<file path="src/rtl/serial_adder_pkg.sv">
// Shared types and constants for the bit-serial adder.
// Holds the controller state encoding and the default operand width.
package serial_adder_pkg;

  localparam int WIDTH_DEFAULT = 8;

  typedef enum logic [1:0] {
    IDLE = 2'd0,
    RUN  = 2'd1,
    DONE = 2'd2
  } state_t;

endpackage : serial_adder_pkg

</file>
<file path="src/rtl/serial_adder_full_adder_cell.sv">
// Single-bit full adder, the only arithmetic element of the serial adder.
module full_adder_cell (
  input  logic a,
  input  logic b,
  input  logic ci,
  output logic s,
  output logic co
);

  assign s  = a ^ b ^ ci;
  assign co = (a & b) | (a & ci) | (b & ci);

endmodule : full_adder_cell

</file>
<file path="src/rtl/serial_adder.sv">
// Bit-serial adder: one bit per clock, LSB first, through one full-adder cell.
// Fixed latency of WIDTH cycles from operand accept to result valid.
module serial_adder
  import serial_adder_pkg::*;
#(
  parameter int WIDTH = WIDTH_DEFAULT
) (
  input  logic             clk,
  input  logic             rst_n,
  input  logic             in_valid,
  output logic             in_ready,
  input  logic [WIDTH-1:0] a,
  input  logic [WIDTH-1:0] b,
  input  logic             ci,
  output logic             out_valid,
  input  logic             out_ready,
  output logic [WIDTH-1:0] sum,
  output logic             co
);

  localparam int CW = $clog2(WIDTH + 1);
  localparam logic [CW-1:0] LAST = CW'(WIDTH - 1);

  state_t           state;
  state_t           state_next;
  logic [WIDTH-1:0] a_sh;
  logic [WIDTH-1:0] b_sh;
  logic [WIDTH-1:0] res;
  logic             carry;
  logic [CW-1:0]    cnt;
  logic             fa_s;
  logic             fa_co;

  full_adder_cell u_fa (
    .a  (a_sh[0]),
    .b  (b_sh[0]),
    .ci (carry),
    .s  (fa_s),
    .co (fa_co)
  );

  // Controller next-state logic
  always_comb begin
    state_next = state;
    case (state)
      IDLE: begin
        if (in_valid) state_next = RUN;
        else          state_next = IDLE;
      end
      RUN: begin
        if (cnt == LAST) state_next = DONE;
        else             state_next = RUN;
      end
      DONE: begin
        if (out_ready) state_next = IDLE;
        else           state_next = DONE;
      end
      default: state_next = IDLE;
    endcase
  end

  // State register
  always_ff @(posedge clk or negedge rst_n) begin
    if (!rst_n) state <= IDLE;
    else        state <= state_next;
  end

  // Operand shifters, result shifter, carry and bit counter
  always_ff @(posedge clk or negedge rst_n) begin
    if (!rst_n) begin
      a_sh  <= '0;
      b_sh  <= '0;
      res   <= '0;
      carry <= 1'b0;
      cnt   <= '0;
    end else begin
      case (state)
        IDLE: begin
          if (in_valid) begin
            a_sh  <= a;
            b_sh  <= b;
            carry <= ci;
            cnt   <= '0;
          end
        end
        RUN: begin
          // Sum bits enter from the MSB so bit 0 lands in place after WIDTH shifts
          res   <= {fa_s, res[WIDTH-1:1]};
          a_sh  <= {1'b0, a_sh[WIDTH-1:1]};
          b_sh  <= {1'b0, b_sh[WIDTH-1:1]};
          carry <= fa_co;
          cnt   <= cnt + CW'(1);
        end
        DONE: begin
          res <= res;
        end
        default: begin
          cnt <= '0;
        end
      endcase
    end
  end

  assign in_ready  = (state == IDLE);
  assign out_valid = (state == DONE);
  assign sum       = res;
  assign co        = carry;

endmodule : serial_adder

</file>
<file path="config.mk">
export PLATFORM = sky130hd
export DESIGN_NAME = serial_adder
export DESIGN_NICKNAME = d
export VERILOG_FILES = /design/src/rtl/serial_adder_pkg.sv /design/src/rtl/serial_adder_full_adder_cell.sv /design/src/rtl/serial_adder.sv
export SDC_FILE = /design/constraint.sdc
export NUM_CORES = 1
export LEC_CHECK = 0
export BUFFER_PORTS_ARGS = -buffer_cell sky130_fd_sc_hd__buf_2
export CORE_MARGIN = 4
export CORE_UTILIZATION = 35
export CTS_CLUSTER_DIAMETER = 30
export DETAILED_ROUTE_END_ITERATION = 8
export GPL_ROUTABILITY_DRIVEN = 0
export GPL_TIMING_DRIVEN = 1
export PLACE_DENSITY = 0.55
export SLEW_MARGIN = 25
export SYNTH_ARGS = -nofsm -noshare
export SYNTH_HDL_FRONTEND = slang
export SYNTH_SLANG_ARGS = --single-unit
</file>
<file path="constraint.sdc">
create_clock -name clk -period 3.19 [get_ports clk]
set_input_delay 0.638 -clock clk [delete_from_list [all_inputs] [get_ports clk]]
set_output_delay 0.638 -clock clk [all_outputs]
set_load 0.03 [all_outputs]
</file>
==> results of run 1 <==
## cell families (layout without fill, tap and decap cells)
kind of cell / count (synthesis) / count (layout) / share of synthesized area
fa+ha+maj: 2 / 2 / 0.0234
mux: 24 / 24 / 0.194
buf+inv: 9 / 43 / 0.0476
simple gates: 21 / 21 / 0.0593
flops: 31 / 31 / 0.557
compound gates: 24 / 24 / 0.106
xor+xnor: 2 / 2 / 0.0126
## worst reg2reg max path, stage by stage (launching register included)
cell and delay (ns):
dfrtp_1 0.45, nand2b_1 0.47, buf_4 0.37, inv_1 0.14, mux2_2 0.28
## final cells by class
| type | instances | share of cell area |
|---|---|---|
| inverter | 3 | 0.00667 |
| clock inverter | 2 | 0.0207 |
| tap | 48 | 0.0356 |
| clock buffer | 6 | 0.0489 |
| sequential | 31 | 0.459 |
| multi-input combinational | 73 | 0.333 |
| timing repair buffer | 32 | 0.0963 |
## metrics by stage
step	hold slack (ns)	instances	setup slack [ns]	util
floorplan	0.342	113	1.67	-
global placement	0.462	187	1.28	0.418
detailed placement	0.470	187	1.19	0.418
CTS	0.414	195	1.34	0.449
global route	0.447	195	1.18	0.451
finish	0.390	195	1.37	0.451
## how the worst min path moves through the flow
stage	endpoint	slack [ns]	cells after the start
finish	sum[3]	0.39	1
global route	sum[3]	0.45	1
CTS	sum[3]	0.41	1
detailed placement	a_sh[2]	0.47	2
global placement	a_sh[3]	0.46	2
floorplan	a_sh[0]	0.34	0
## flip-flops by register name, summed over array words and instances (netlist names)
register,cells
a_sh,8
b_sh,8
cnt,4
co,1
state,2
sum,8
## where the power goes
group	leakage (nW)	switching, mW	total [mW]	internal, mW
Combinational	0.336	0.375	0.702	0.327
Clock	0.0612	0.139	0.392	0.252
Sequential	0.387	0.112	0.678	0.566
## placed cells by master, fill, tap and decap left out
cell and n:
bufinv_16 1, a22o_1 4, mux2i_1 15, clkbuf_8 6, xor2_1 1, inv_1 3
a21oi_1 2, o21ai_0 15, dfrtp_1 31, a32o_1 2, nand3_1 1, nand2_1 16
o21bai_4 1, clkinv_2 1, nand2b_1 1, buf_4 1, xnor2_1 1, mux2_4 5
ha_1 1, mux2_2 4, nor2_1 3, buf_2 31, fa_1 1
## metal layers
metal	global-route usage	vias to the layer above
met5	0	-
met4	0.0564	0
met3	0.0341	6
met2	0.154	24
met1	0.142	430
li1	-	460
==> out/qor.csv, run 1 <==
metric;value;unit
number of setup buffers added after CTS;0;
nature of the critical path endpoint;flop;
largest net degree at the start of global routing;34;
wire per inst;12.2;µm
multi-input combinational cell area;562;µm²
number of synthesized register bits;31;
WP buf/inv;2;
number of synthesized flops with an enable pin;0;
Vias/cell;4.72;
post-synthesis instance total;113;
Residual DRC;0;
Die H;71.1;µm
ys async rst share;1.00;
Tmin final;1.82;ns
Post-DP Area;1560;µm²
Worst Tran Pin Value;0.679;ns
met2 WL;1100;µm
fmax;548;MHz
Stages on worst setup path;4;
Clk Latency, worst-skew pair;0.28;ns
Ports;32;
Startpoint Class;flop;
Ant. Diodes;0;
hold_buf cts;0;
synth warn;0;
share of cells above drive strength 1;0.340;
Root Driver;clkbuf_8;
M1 WL;1120;µm
Syn Std Cell Area;1390;µm²
die footprint;5050;µm²
distinct cell type count after synthesis;22;
Crit path max-delay family;buffers and inverters;
status;finished clean;
CTS Buf Count;5;
count leader, synth;dfrtp_1;
Worst R2R End;cnt[0];
P per Cell Area;1050;nW/µm²
H-tree depth;2;
largest cells by area after synthesis;dfrtp_1 (56%), mux2i_1 (11%), mux2_4 (5.4%);
Mean Syn Cell Area;12.3;µm²
VDD IR max;0.601;mV
Final Hold Fails;0;
number of cell rows;22;
initial antenna violation count;0;
CP Max Fanout;15;
Setup violations, final;0;
filler instances;373;
Final #Nets;169;
clock-pin slew on the worst setup and hold paths;0.07;ns
critical path arrival;1.98;ns
R2R cell count;4;
Total Power;1.77;mW
Total GRT Usage;0.107;
Initial Util;0.372;
flip-flop and latch area;776;µm²
Area growth syn-to-layout;21.3;%
Num Clock Sinks;31;
RSZ-0062 raised after global routing;false;
Worst R2R Start;state[0];
Min-Delay Path Class;in -> async;
max-cap violations;0;
CP Capture Point;cnt[0];
slowest stage cell, crit path;nand2b_1;
Tcrit/Tclk final;0.572;
max incr delay on CP;0.47;ns
Die Span X;71.1;µm
via count;920;
Static Leak;0.784;nW
core area;3740;µm²
vias in the first global route;916;
post-route ant nets;0;
CTS tree;yes;
CP startpoint;state[0];
crit-path cells;nand2b_1 > buf_4 > inv_1 > mux2_2;
fin. max-slew vios;0;
I/O Buffers;31;
DRT iter0 DRCs;52;
Clock Path Buffers;2;
R2R Setup Slk;1.37;ns
first drt pass iteration count;4;
global-route wire length before repair;4190;µm
Synth top cells by count;dfrtp_1 (31), nand2_1 (16), mux2i_1 (15), o21ai_0 (15), mux2_4 (5);
Slew HR;0.548;
Detailed Route WL;2390;µm
Post-CTS Resized;0;
Mapped Nets;136;
critical path class;reg -> reg;
design area;1690;µm²
Setup Skew;0.00723;ns
met3 wire len;117;µm
main flop type after synthesis;dfrtp_1;
Setup TNS;0;ns
total grt overflow;0;
cell taking the most area after synthesis;dfrtp_1;
Yosys top cell area share;0.557;
Worst Path Required;3.35;ns
top layer in use;met4;
sequential-to-total area share from yosys stat;0.557;
No activity file was read; power rests on OpenSTA's default activity.
==> run 2: changes to the inputs <==
==> constraint.sdc (replaced) <==
create_clock -name clk -period 1.85 [get_ports clk]
set_input_delay 0.37 -clock clk [delete_from_list [all_inputs] [get_ports clk]]
set_output_delay 0.37 -clock clk [all_outputs]
set_load 0.03 [all_outputs]
==> run 2 against run 1 <==
Via count decreased by 0.22%. First-iteration DRC count down 52%. Sequential share of layout area is 0.27 points higher. Cell count up 0.51%. Largest cell class unchanged. Setup slack got worse by 1.0 ns. Combinational power rose by 82%. Clock skew is 0.0058 ns lower. Critical path type is now reg -> out. Clock power rose by 31%.
==> out/qor.csv, run 2 (synthesis gave the netlist of run 1 again) <==
metric;value;unit
post-route ant nets;0;
Setup TNS;0;ns
Initial Util;0.372;
clock-pin slew on the worst setup and hold paths;0.06;ns
H-tree depth;2;
M1 WL;1080;µm
CP Max Fanout;6;
Worst Tran Pin Value;0.695;ns
Final #Nets;171;
first drt pass iteration count;4;
via count;918;
nature of the critical path endpoint;primary output;
Worst Path Required;1.48;ns
Vias/cell;4.68;
Min-Delay Path Class;in -> async;
global-route wire length before repair;4240;µm
fin. max-slew vios;0;
filler instances;378;
hold_buf cts;0;
wire per inst;12.6;µm
fmax;663;MHz
Ports;32;
Num Clock Sinks;31;
Inst Count DP;189;
DP Worst Slack;0.563;ns
Clk Latency, worst-skew pair;0.27;ns
Startpoint Class;flop;
vias in the first global route;1002;
I/O Buffers;31;
Final Hold Fails;0;
Residual DRC;0;
Die Span X;71.1;µm
met3 wire len;149;µm
WHS;0.143;ns
max-cap violations;0;
VDD IR max;0.750;mV
number of setup buffers added after CTS;0;
total grt overflow;0;
Clock Path Buffers;2;
slowest stage cell, crit path;dfrtp_1;
max incr delay on CP;0.44;ns
Static Leak;0.784;nW
Detailed Route WL;2480;µm
status;finished clean;
largest net degree at the start of global routing;32;
DRT iter0 DRCs;25;
Setup violations, final;0;
hpwl dp;1820;µm
critical path arrival;1.14;ns
number of cell rows;22;
Die H;71.1;µm
setup slack after layout;0.341;ns
Root Driver;clkbuf_8;
Tmin final;1.51;ns
Total GRT Usage;0.107;
crit-path cells;nor2_1 > buf_2;
core area;3740;µm²
WP buf/inv;1;
critical path class;reg -> out;
P per Cell Area;1760;nW/µm²
Tcrit/Tclk final;0.816;
Post-Layout Cell Count;196;
Ant. Diodes;0;
initial antenna violation count;0;
share of cells above drive strength 1;0.345;
Slew HR;0.537;
Post-CTS Resized;0;
die footprint;5050;µm²
CTS Buf Count;5;
most frequent cells in the layout;dfrtp_1 (31), buf_2 (31), nand2_1 (16), mux2i_1 (15), o21ai_0 (15);
CTS tree;yes;
top layer in use;met4;
Setup Skew;0.00139;ns
met2 WL;1230;µm
R2R Setup Slk;0.55;ns
RSZ-0062 raised after global routing;false;
Crit path max-delay family;flip-flops;
final design utilization;0.449;
Area growth syn-to-layout;20.6;%
[run 2: report_power, final]
group	total, mW	switching [mW]	leakage (nW)	internal [mW]
clock network	0.512	0.221	0.0470	0.291
registers	1.17	0.190	0.387	0.977
logic	1.28	0.671	0.351	0.605
[run 2: path summary, 6_finish.rpt]
path                       startpoint  cells after the start        to
max                          state[0]                      2  in_ready
max reg2reg                  state[0]                      4    cnt[0]
min                             rst_n                      1    sum[2]
min reg2reg                   a_sh[4]                      2   a_sh[4]
max in group asynchronous       rst_n                      1   b_sh[6]
min in group clk                 b[7]                      2   b_sh[7]
[run 2: final cells by class]
cell class | instances | area [µm²] | share of cell area
clock inverter | 1 | 5.00 | 0.00298
clock buffer | 6 | 82.6 | 0.0492
inverter | 3 | 11.3 | 0.00671
timing repair buffer | 34 | 190 | 0.113
tap | 48 | 60.1 | 0.0358
multi-input combinational | 73 | 554 | 0.330
sequential | 31 | 776 | 0.462
[run 2: layer usage]
metal  track usage  up-vias
met5             0        -
met4        0.0376        0
met3        0.0355        2
met2         0.183       24
met1         0.126      428
li1              -      464
[run 2: through the flow]
step	instance area (µm²)	power, mW
after global placement	1590	2.42
after detailed placement	1590	2.48
final	1680	2.95
after global routing	1680	3.17
after floorplan	1390	2.19
after CTS	1680	3.01
==> run 3: changes to the inputs <==
==> constraint.sdc (replaced) <==
create_clock -name clk -period 1.55 [get_ports clk]
set_input_delay 0.31 -clock clk [delete_from_list [all_inputs] [get_ports clk]]
set_output_delay 0.31 -clock clk [all_outputs]
set_load 0.03 [all_outputs]
==> run 3 against run 2 <==
Utilization stayed put. Sequential share of layout area stayed put. Largest power group unchanged. Count of clock-buffer cells in the layout stayed put. First-iteration DRC count is 12% higher.
==> out/qor.csv, run 3 (synthesis gave the netlist of run 1 again) <==
metric;value;unit
status;finished clean;
Final Hold Fails;0;
hold_buf cts;0;
Setup violations, final;0;
Ports;32;
Die H;71.1;µm
Post-CTS Resized;0;
share of cells above drive strength 1;0.345;
Area growth syn-to-layout;20.6;%
H-tree depth;2;
core area;3740;µm²
RSZ-0062 raised after global routing;false;
Worst R2R Start;state[0];
Slew HR;0.534;
I/O Buffers;31;
total grt overflow;0;
global-route wire length before repair;4340;µm
Detailed Route WL;2530;µm
Final #Nets;171;
Static Leak;0.784;nW
post-route ant nets;0;
Setup Skew;0.00473;ns
via count;939;
filler instances;376;
max-cap violations;0;
fmax;705;MHz
multi-input combinational cell area;554;µm²
DRT iter0 DRCs;28;
wire per inst;12.9;µm
hpwl dp;1840;µm
Initial Util;0.372;
clock-pin slew on the worst setup and hold paths;0.06;ns
initial antenna violation count;0;
Clk Latency, worst-skew pair;0.27;ns
Tcrit/Tclk final;0.915;
CP startpoint;state[0];
nature of the critical path endpoint;primary output;
largest net degree at the start of global routing;32;
Ant. Diodes;0;
P per Cell Area;2110;nW/µm²
critical path class;reg -> out;
number of cell rows;22;
Residual DRC;0;
number of setup buffers added after CTS;0;
Worst Tran Pin Value;0.699;ns
Tmin final;1.42;ns
most frequent cells in the layout;dfrtp_1 (31), buf_2 (31), nand2_1 (16), mux2i_1 (15), o21ai_0 (15);
Min-Delay Path Class;in -> async;
Die Span X;71.1;µm
CTS Buf Count;5;
Total GRT Usage;0.111;
Setup TNS;0;ns
fin. max-slew vios;0;
first drt pass iteration count;4;
CTS tree;yes;
Clock Path Buffers;2;
critical path arrival;1.11;ns
die footprint;5050;µm²
Worst Path Required;1.24;ns
Root Driver;clkbuf_8;
VDD IR max;1.02;mV
vias in the first global route;1016;
Num Clock Sinks;31;
flip-flop and latch area;776;µm²
CP Max Fanout;6;
WHS;0.0758;ns
Vias/cell;4.79;
Startpoint Class;flop;
-- run 3: final timing paths --
kind / endpoint / slack (ns) / depth (start not counted)
worst max register to register: cnt[0] / 0.26 / 4
worst min register to register: b_sh[1] / 0.48 / 2
min in group clk: b_sh[7] / 0.28 / 2
worst min-delay path: sum[2] / 0.08 / 1
max in group asynchronous: state[0] / 1.01 / 1
worst max-delay path: in_ready / 0.13 / 2
-- run 3: where the power goes --
part           total [mW]  switching (mW)  internal [mW]
registers            1.40           0.234           1.17
logic                1.52           0.797          0.722
clock network       0.626           0.278          0.348
total                3.54            1.31           2.24
-- run 3: stage by stage --
| stage | std cells | total power [mW] | setup slack, ns | util | instance area (µm²) |
|---|---|---|---|---|---|
| global route | 196 | 3.80 | 0.0447 | 0.449 | 1680 |
| global placement | 189 | 2.89 | 0.289 | 0.425 | 1590 |
| CTS | 196 | 3.60 | 0.106 | 0.449 | 1680 |
| finish | 196 | 3.54 | 0.132 | 0.449 | 1680 |
| floorplan | 113 | 2.62 | 0.183 | - | 1390 |
| detailed placement | 189 | 2.97 | 0.258 | 0.425 | 1590 |
-- run 3: critical path: stages, from the launching register on --
cell and delay [ns]:
dfrtp_1 0.43, nor2_1 0.18, buf_2 0.23
-- run 3: metal layers --
metal,GRT usage,part of all wire,up-vias
li1,-,-,460
met1,0.120,0.41,450
met2,0.189,0.51,25
met3,0.0554,0.071,4
met4,0.0376,0.012,0
met5,0,0,-
-- run 3: cell type report --
class,instances,area share
clock inverters,1,0.00298
multi-input cells,73,0.330
flip-flops and latches,31,0.462
well taps,48,0.0358
repair buffers,34,0.113
inverters,3,0.00671
clock buffers,6,0.0492
